$ cat config.mk
export PLATFORM = sky130hd
export DESIGN_NAME = regfile_writeback_queue
export DESIGN_NICKNAME = d
export VERILOG_FILES = /design/src/rtl/regfile_writeback_queue.sv
export SDC_FILE = /design/constraint.sdc
export NUM_CORES = 1
export LEC_CHECK = 0
export ABC_CLOCK_PERIOD_IN_PS = 5500
export BUFFER_PORTS_ARGS = -buffer_cell sky130_fd_sc_hd__buf_2
export CORE_MARGIN = 1.5
export CORE_UTILIZATION = 59
export CTS_CLUSTER_SIZE = 20
export DETAILED_ROUTE_END_ITERATION = 7
export PLACE_DENSITY = 0.86
export SLEW_MARGIN = 20
export SYNTH_ARGS = -nofsm -noshare
export SYNTH_HDL_FRONTEND = slang
export SYNTH_SLANG_ARGS = --single-unit
$ cat constraint.sdc
create_clock -name i_clk -period 5.5 [get_ports i_clk]
set_input_delay 0.825 -clock i_clk [delete_from_list [all_inputs] [get_ports i_clk]]
set_output_delay 0.825 -clock i_clk [all_outputs]
set_load 0.05 [all_outputs]
$ cat src/rtl/regfile_writeback_queue.sv
// regfile_writeback_queue: in-order writeback FIFO draining into the register file, with RAW hazard lookup.
// Optional macro WB_FWD_EN builds youngest-match forwarding of queued data to decode.
module regfile_writeback_queue #(
    parameter int DATA_WIDTH = 32,
    parameter int ADDR_WIDTH = 5,
    parameter int DEPTH = 4
) (
    input  logic                    i_clk,
    input  logic                    i_rst,
    input  logic                    i_valid,
    output logic                    o_ready,
    input  logic [ADDR_WIDTH-1:0]   i_addr,
    input  logic [DATA_WIDTH-1:0]   i_data,
    input  logic                    i_stall,
    output logic                    o_we,
    output logic [ADDR_WIDTH-1:0]   o_rd_addr,
    output logic [DATA_WIDTH-1:0]   o_rd,
    input  logic [ADDR_WIDTH-1:0]   i_rs1_addr,
    input  logic [ADDR_WIDTH-1:0]   i_rs2_addr,
    output logic                    o_rs1_pending,
    output logic                    o_rs2_pending,
    output logic [DATA_WIDTH-1:0]   o_rs1_fwd,
    output logic [DATA_WIDTH-1:0]   o_rs2_fwd,
    output logic [$clog2(DEPTH):0]  o_count
);
    localparam int PW = $clog2(DEPTH);
    logic [ADDR_WIDTH-1:0] addr_q [DEPTH];
    logic [DATA_WIDTH-1:0] data_q [DEPTH];
    logic [DEPTH-1:0]      valid;
    logic [PW-1:0]         head, tail;
    logic [PW:0]           count;
    logic                  push, pop, busy;
    assign busy      = count != '0;
    assign o_ready   = count < (PW+1)'(DEPTH);
    // x0 writes complete the handshake but are never queued
    assign push      = i_valid && o_ready && (i_addr != '0);
    assign o_we      = busy && !i_stall;
    assign pop       = o_we;
    assign o_rd_addr = busy ? addr_q[head] : '0;
    assign o_rd      = busy ? data_q[head] : '0;
    assign o_count   = count;
    always_ff @(posedge i_clk) begin
        if (!i_rst) begin
            head  <= '0;
            tail  <= '0;
            count <= '0;
            valid <= '0;
        end else begin
            if (push) begin
                addr_q[tail] <= i_addr;
                data_q[tail] <= i_data;
                valid[tail]  <= 1'b1;
                tail         <= tail + 1'b1;
            end
            if (pop) begin
                valid[head] <= 1'b0;
                head        <= head + 1'b1;
            end
            count <= count + (PW+1)'(push) - (PW+1)'(pop);
        end
    end
    always_comb begin
        o_rs1_pending = 1'b0;
        o_rs2_pending = 1'b0;
        for (int k = 0; k < DEPTH; k++) begin
            o_rs1_pending = o_rs1_pending | (valid[k] && (addr_q[k] == i_rs1_addr));
            o_rs2_pending = o_rs2_pending | (valid[k] && (addr_q[k] == i_rs2_addr));
        end
        o_rs1_pending = o_rs1_pending && (i_rs1_addr != '0);
        o_rs2_pending = o_rs2_pending && (i_rs2_addr != '0);
    end
`ifdef WB_FWD_EN
    logic [PW-1:0] idx;
    // walk oldest to youngest so the last match (closest to tail) wins
    always_comb begin
        o_rs1_fwd = '0;
        o_rs2_fwd = '0;
        idx       = head;
        for (int k = 0; k < DEPTH; k++) begin
            idx = head + PW'(k);
            if (valid[idx] && (addr_q[idx] == i_rs1_addr) && (i_rs1_addr != '0)) o_rs1_fwd = data_q[idx];
            if (valid[idx] && (addr_q[idx] == i_rs2_addr) && (i_rs2_addr != '0)) o_rs2_fwd = data_q[idx];
        end
    end
`else
    assign o_rs1_fwd = '0;
    assign o_rs2_fwd = '0;
`endif
endmodule
==> impl_metrics.toml, run 1 <==
[worst_setup_path]
cp_cell_sequence = "buf_4 -> mux4_2 -> nor2b_1 -> buf_2"
critical_path_class = "reg -> out"
crit_buf_inv = 2
cp.required_ns = 4.68
end_kind = "output pin"
crit_family = "flip-flops"
cp-start-kind = "flip-flop"
arrival_ns = 2.72
slowest_stage = "dfxtp_2"
cp_slowest_stage_delay_ns = 0.90
crit_path_max_fanout = 23

[synth]
yosysSeqAreaShare = 0.650
yosysWarnings = 0
synth_cell_type_count = 32
synth_area_per_cell_um2 = 16.6
synth_seq_cells = 161
synth-main-ff-cell = "edfxtp_1"
syn_inst = 437
async_flop_share = 0
synth_edf_count = 148
synth_area_um2 = 7240

[cts]
cts_sinks = 161
ctsResizeCount = 0
clkLatencyLatePin_ns = 0.41
numCtsBuffers = 17
post-cts-setup-buffer-count = 0
clk_pin_slew_ns = 0.06
cts_hold_buf = 0
cts_tree = "done"
clk_path_buf_depth = 2
cts_root_buffer = "clkbuf_16"
htreeDepth = 4

[routing]
drtPass1Iterations = 4
vias = 3750
routed_via_density = 5.46
wl_per_cell_um = 18.8
finalWirelength_um = 12900
drtIter0Drc = 240
drc_errors = 0
final_antenna_net_count = 0

[floorplan]
coreArea_um2 = 12000
start_util = 0.603
die_x_um = 114
die_h_um = 114
num_io_pins = 159
core.rowCount = 40
dieArea_um2 = 12900

[sta]
min_period_ns = 3.54
setup_viol = 0
maxSlewViolCount = 0
postLayoutSetupSlackWorst_ns = 1.96
fin_tns_setup_ns = 0
maxSlewHeadroom = 0.320
rsz0062_at_grt = "false"
period_share = 0.644
finalHoldViolCount = 0
skew_ns = 0.00588
worst_slew_pin_slew_ns = 1.02
clock.fmax_mhz = 282

[pwr]
ir_drop_mv = 0.359
power.leakage_nw = 2.96
swShare = 0.384
clockPowerShare = 0.268
power_density_nw_per_um2 = 492
power_switching_w = 0.00153
seqPwrFrac = 0.384
p_comb_frac = 0.348
p_int_w = 0.00245

[outcome]
status = "complete, no violations"

[grt]
antenna_found_initial = 1
grt_pass1_vias = 3795
grt_max_degree = 40
gr-usage-all-layers = 0.212
grtUsageMet3 = 0.0701
use_met2 = 0.353
overflow = 0
grt_pass1_wl_um = 19900
grtUsageMet1 = 0.266
gr-max-usage-layer = "met2"

[place]
place_area_um2 = 7540
io_buffers = 94
dp_hpwl_um = 8080
preCtsSetupSlack_ns = 2.29
routabilityCongestion = 0.886

[worst_hold_path]
hold_path_class = "reg -> reg"

[finish]
antenna_cells = 0
final_area_um2 = 8090
nNetsFinal = 589
post_route_cells_drive_above_1_share = 0.315
synthToLayoutAreaGrowth_pct = 11.7

[flow_run]
max_cap_violations = 0
synth_stat cells, types with 2 or more instances:
| cell type | count | area (um2) |
|---|---|---|
| clkbuf_1 | 14 | 52.6 |
| nand4_1 | 2 | 12.5 |
| buf_4 | 65 | 488 |
| dfxtp_1 | 13 | 260 |
| mux4_2 | 37 | 833 |
| a21oi_1 | 5 | 25.0 |
| and3_2 | 4 | 30.0 |
| edfxtp_1 | 148 | 4440 |
| buf_2 | 4 | 20.0 |
| nand3_1 | 8 | 40.0 |
| inv_1 | 9 | 33.8 |
| xnor2_1 | 12 | 105 |
| or4_1 | 2 | 15.0 |
| o21a_1 | 2 | 15.0 |
| nor2_1 | 6 | 22.5 |
| buf_6 | 4 | 45.0 |
| xor2_1 | 32 | 280 |
| ha_1 | 10 | 125 |
| a211oi_1 | 4 | 30.0 |
| nor2b_1 | 37 | 231 |
| nor4_1 | 8 | 50.1 |
registers in the layout (all words and copies together), names as in the netlist, named ones only:
register	flops
o_count	3
tail	2
head	2
addr_q	20
valid	4
data_q	128
power by group through the flow:
| stage | sequential [W] | clock [W] | combinational [W] |
|---|---|---|---|
| detailed placement | 0.00156 | 0 | 0.00139 |
| global route | 0.00154 | 0.00113 | 0.00146 |
| CTS | 0.00153 | 0.00108 | 0.00140 |
| finish | 0.00153 | 0.00106 | 0.00139 |
| global placement | 0.00155 | 0 | 0.00137 |
| floorplan | 0.00150 | 0 | 0.00119 |
per-layer routing:
| metal | part of all wire | up-vias |
|---|---|---|
| met5 | 0.0010 | - |
| met4 | 0.011 | 2 |
| met3 | 0.088 | 18 |
| met2 | 0.50 | 186 |
| met1 | 0.40 | 1868 |
| li1 | - | 1676 |
worst min-delay path: cells and delay by family (launching register included):
kind / cells / cell delay, ns
compound gates: 2 / 0.16
flops: 1 / 0.33
worst paths after layout:
path	start	endpoint	slack [ns]	depth (start not counted)
max	flip-flop	o_rd[8]	1.96	4
max reg2reg	o_count[2]	o_count[2]	2.90	11
min	head[1]	flip-flop	0.53	2
min reg2reg	head[1]	flip-flop	0.53	2
final cells by class:
cell class,count,area [um2]
multi-input cells,242,2130
repair buffers,96,485
clock inverters,15,119
inverters,9,33.8
flip-flops and latches,161,4710
clock buffers,17,425
well taps,147,184
fillers,809,3920
placed cells by master (no fill, tap or decap), drive strengths merged, types with 2 or more instances in the layout:
master    count
clkinvlp      3
clkbuf       17
edfxtp      148
dfxtp        13
buf          96
clkinv        9
nand4         2
conb         64
nor4          8
nor2b        37
a21oi         5
o21a          2
a211oi        4
xnor2        12
and3          4
inv          11
xor2         32
nand3         8
nor2          7
mux4         37
or4           2
ha           10
logic make-up after synthesis:
group / count (synthesis) / synth area share
DFF: 161 / 0.650
buffers and inverters: 97 / 0.0890
and+or+nand+nor: 72 / 0.0593
xor gates and xnor gates: 44 / 0.0532
muxes: 38 / 0.116
AOI/OAI and AO/OA: 13 / 0.0117
adders and majority gates: 11 / 0.0200
other: 1 / 0.000518
per-stage QoR:
stage | cells | power (W) | hold slack [ns] | utilization
after detailed placement | 655 | 0.00294 | 0.522 | 0.628
after floorplan | 500 | 0.00269 | 0.501 | -
after CTS | 687 | 0.00401 | 0.532 | 0.673
after global placement | 655 | 0.00292 | 0.512 | 0.628
after global routing | 687 | 0.00413 | 0.590 | 0.673
final | 687 | 0.00398 | 0.532 | 0.673
(Power assumes the default switching activity.)
==> inputs of run 2 (changes only) <==
--- a/config.mk
+++ b/config.mk
@@ -5,13 +5,13 @@
 export SDC_FILE = /design/constraint.sdc
 export NUM_CORES = 1
 export LEC_CHECK = 0
-export ABC_CLOCK_PERIOD_IN_PS = 5500
+export ABC_CLOCK_PERIOD_IN_PS = 3000
 export BUFFER_PORTS_ARGS = -buffer_cell sky130_fd_sc_hd__buf_2
 export CORE_MARGIN = 1.5
-export CORE_UTILIZATION = 59
+export CORE_UTILIZATION = 49
 export CTS_CLUSTER_SIZE = 20
 export DETAILED_ROUTE_END_ITERATION = 7
-export PLACE_DENSITY = 0.86
+export PLACE_DENSITY = 0.76
 export SLEW_MARGIN = 20
 export SYNTH_ARGS = -nofsm -noshare
 export SYNTH_HDL_FRONTEND = slang
==> constraint.sdc (replaced) <==
create_clock -name i_clk -period 3 [get_ports i_clk]
set_input_delay 0.45 -clock i_clk [delete_from_list [all_inputs] [get_ports i_clk]]
set_output_delay 0.45 -clock i_clk [all_outputs]
set_load 0.05 [all_outputs]
==> run 2 against run 1 <==
Register-to-register slack lost 2.1 ns. Critical path depth is the same. Non-clock buffer count grew 2. Final cell count grew 5.7%. First-iteration DRC count shrank 15%. Global-route usage shrank 3.5 points. Flip-flop and latch count is the same. Combinational power grew 89%. Largest cell class unchanged.
==> impl_metrics.toml, run 2 (synthesis results as in run 1) <==
[cts]
post-cts-setup-buffer-count = 0
htreeDepth = 4
cts_tree = "done"
cts_hold_buf = 0
clk_pin_slew_ns = 0.06
clk_path_buf_depth = 2
clkLatencyLatePin_ns = 0.42
cts_root_buffer = "clkbuf_16"
ctsResizeCount = 0
numCtsBuffers = 17
cts_sinks = 161

[pwr]
power.leakage_nw = 3.03
clockPowerShare = 0.301
seqPwrFrac = 0.356
p_comb_frac = 0.343
p_int_w = 0.00486
ir_drop_mv = 0.883
swShare = 0.367
power_switching_w = 0.00282
power_density_nw_per_um2 = 928
p_total_w = 0.00768

[floorplan]
start_util = 0.500
die_x_um = 125
die_h_um = 125
coreArea_um2 = 14500
num_io_pins = 159
dieArea_um2 = 15500
core.rowCount = 44

[sta]
hold_ws_ns = 0.243
worst_slew_pin_slew_ns = 1.01
rsz0062_at_grt = "false"
fin_tns_setup_ns = 0
period_share = 0.885
setup_viol = 0
finalHoldViolCount = 0
clock.fmax_mhz = 377
min_period_ns = 2.66
skew_ns = 0.00793
maxSlewViolCount = 0
maxSlewHeadroom = 0.324

[routing]
wl_per_cell_um = 18.1
drc_errors = 0
vias = 3699
finalWirelength_um = 13100
final_antenna_net_count = 0
drtPass1Iterations = 4
routed_via_density = 5.10
drtIter0Drc = 203

[finish]
largest_register = "data_q"
num-fill-cells = 1060
regArea_um2 = 4710
nNetsFinal = 591
final_util = 0.571
post_route_cells_drive_above_1_share = 0.320
largest_registers = "data_q x128, addr_q x20, valid x4"
largest_register_ffs = 128
layout_commonest_cell = "edfxtp_1"
final_cell_mix = "edfxtp_1, buf_2, conb_1"
multi_input_area_um2 = 2130
synthToLayoutAreaGrowth_pct = 14.3

[worst_setup_path]
worstReg2RegStart = "o_count[1]"
cp.required_ns = 2.55
slowest_stage = "mux4_2"
r2r_end = "o_count[2]"
end_kind = "output pin"
critical_path_class = "reg -> out"
cp_cell_sequence = "buf_12 -> mux4_2 -> nor2b_1 -> buf_2"
reg2reg_slack_ns = 0.83
cp_slowest_stage_delay_ns = 0.53
rr_worst_depth = 10
crit_buf_inv = 2
crit_family = "buffers and inverters"
crit_path_max_fanout = 31
cp-start-kind = "flip-flop"
arrival_ns = 2.21

[worst_hold_path]
hp-start = "i_data[10]"
hold_path_class = "in -> reg"
holdPathStages = 1
min_to = "data_q[3][10]"

[grt]
overflow = 0
grt_max_degree = 39
antenna_found_initial = 1
grt_pass1_wl_um = 20600
gr-usage-all-layers = 0.177
grt_pass1_vias = 3784

[outcome]
status = "complete, no violations"

[place]
dp_hpwl_um = 8350
routabilityCongestion = 0.887
io_buffers = 94

[flow_run]
max_cap_violations = 0
run 2: cell type report:
type,instances,area share
Antenna cell,1,0.000302
Tap cell,184,0.0278
Timing Repair Buffer,98,0.0635
Multi-Input combinational cell,242,0.258
Clock buffer,17,0.0514
Clock inverter,14,0.0260
Sequential cell,161,0.569
Inverter,9,0.00408
run 2: layer usage:
metal  vias to the layer above  global-route usage  routed length, um
met5                         -                   0                  0
met4                         0              0.0629                171
met3                        13              0.0490                959
met2                       182               0.307               6640
met1                      1822               0.213               5350
li1                       1682                   -                  -
run 2: how the worst max path moves through the flow:
stage               slack [ns]        from    endpoint  cells after the start
detailed placement        0.34   i_addr[1]  o_count[2]                     12
CTS                       0.29   flip-flop    o_rd[17]                      4
finish                    0.34   flip-flop    o_rd[17]                      4
global placement          0.39   i_addr[1]  o_count[2]                     12
global route              0.22   flip-flop     o_rd[0]                      4
floorplan                 0.02  o_count[1]  o_count[2]                     11
run 2: power groups by stage:
stage	logic (W)	clock network, W	registers, W
3_3_place_gp	0.00264	0	0.00277
3_5_place_dp	0.00265	0	0.00278
2_1_floorplan	0.00218	0	0.00275
5_1_grt	0.00279	0.00242	0.00275
4_1_cts	0.00267	0.00234	0.00274
6_report	0.00263	0.00231	0.00273
run 2: worst register-to-register path, cell delays in order (launching register included):
cell and delay (ns):
dfxtp_1 0.44, nor3_2 0.08, nor2_2 0.27, ha_1 0.29, inv_1 0.05, ha_1 0.13, inv_1 0.04, fa_1 0.37
xnor2_1 0.18, xnor2_1 0.14, nor2_1 0.06
run 2: per-stage QoR:
stage               cell area [um2]  setup slack (ns)  instances
floorplan                      7480            0.0169        500
global placement               7630             0.395        694
detailed placement             7630             0.344        694
CTS                            8270             0.286        725
global route                   8270             0.218        725
finish                         8270             0.345        726
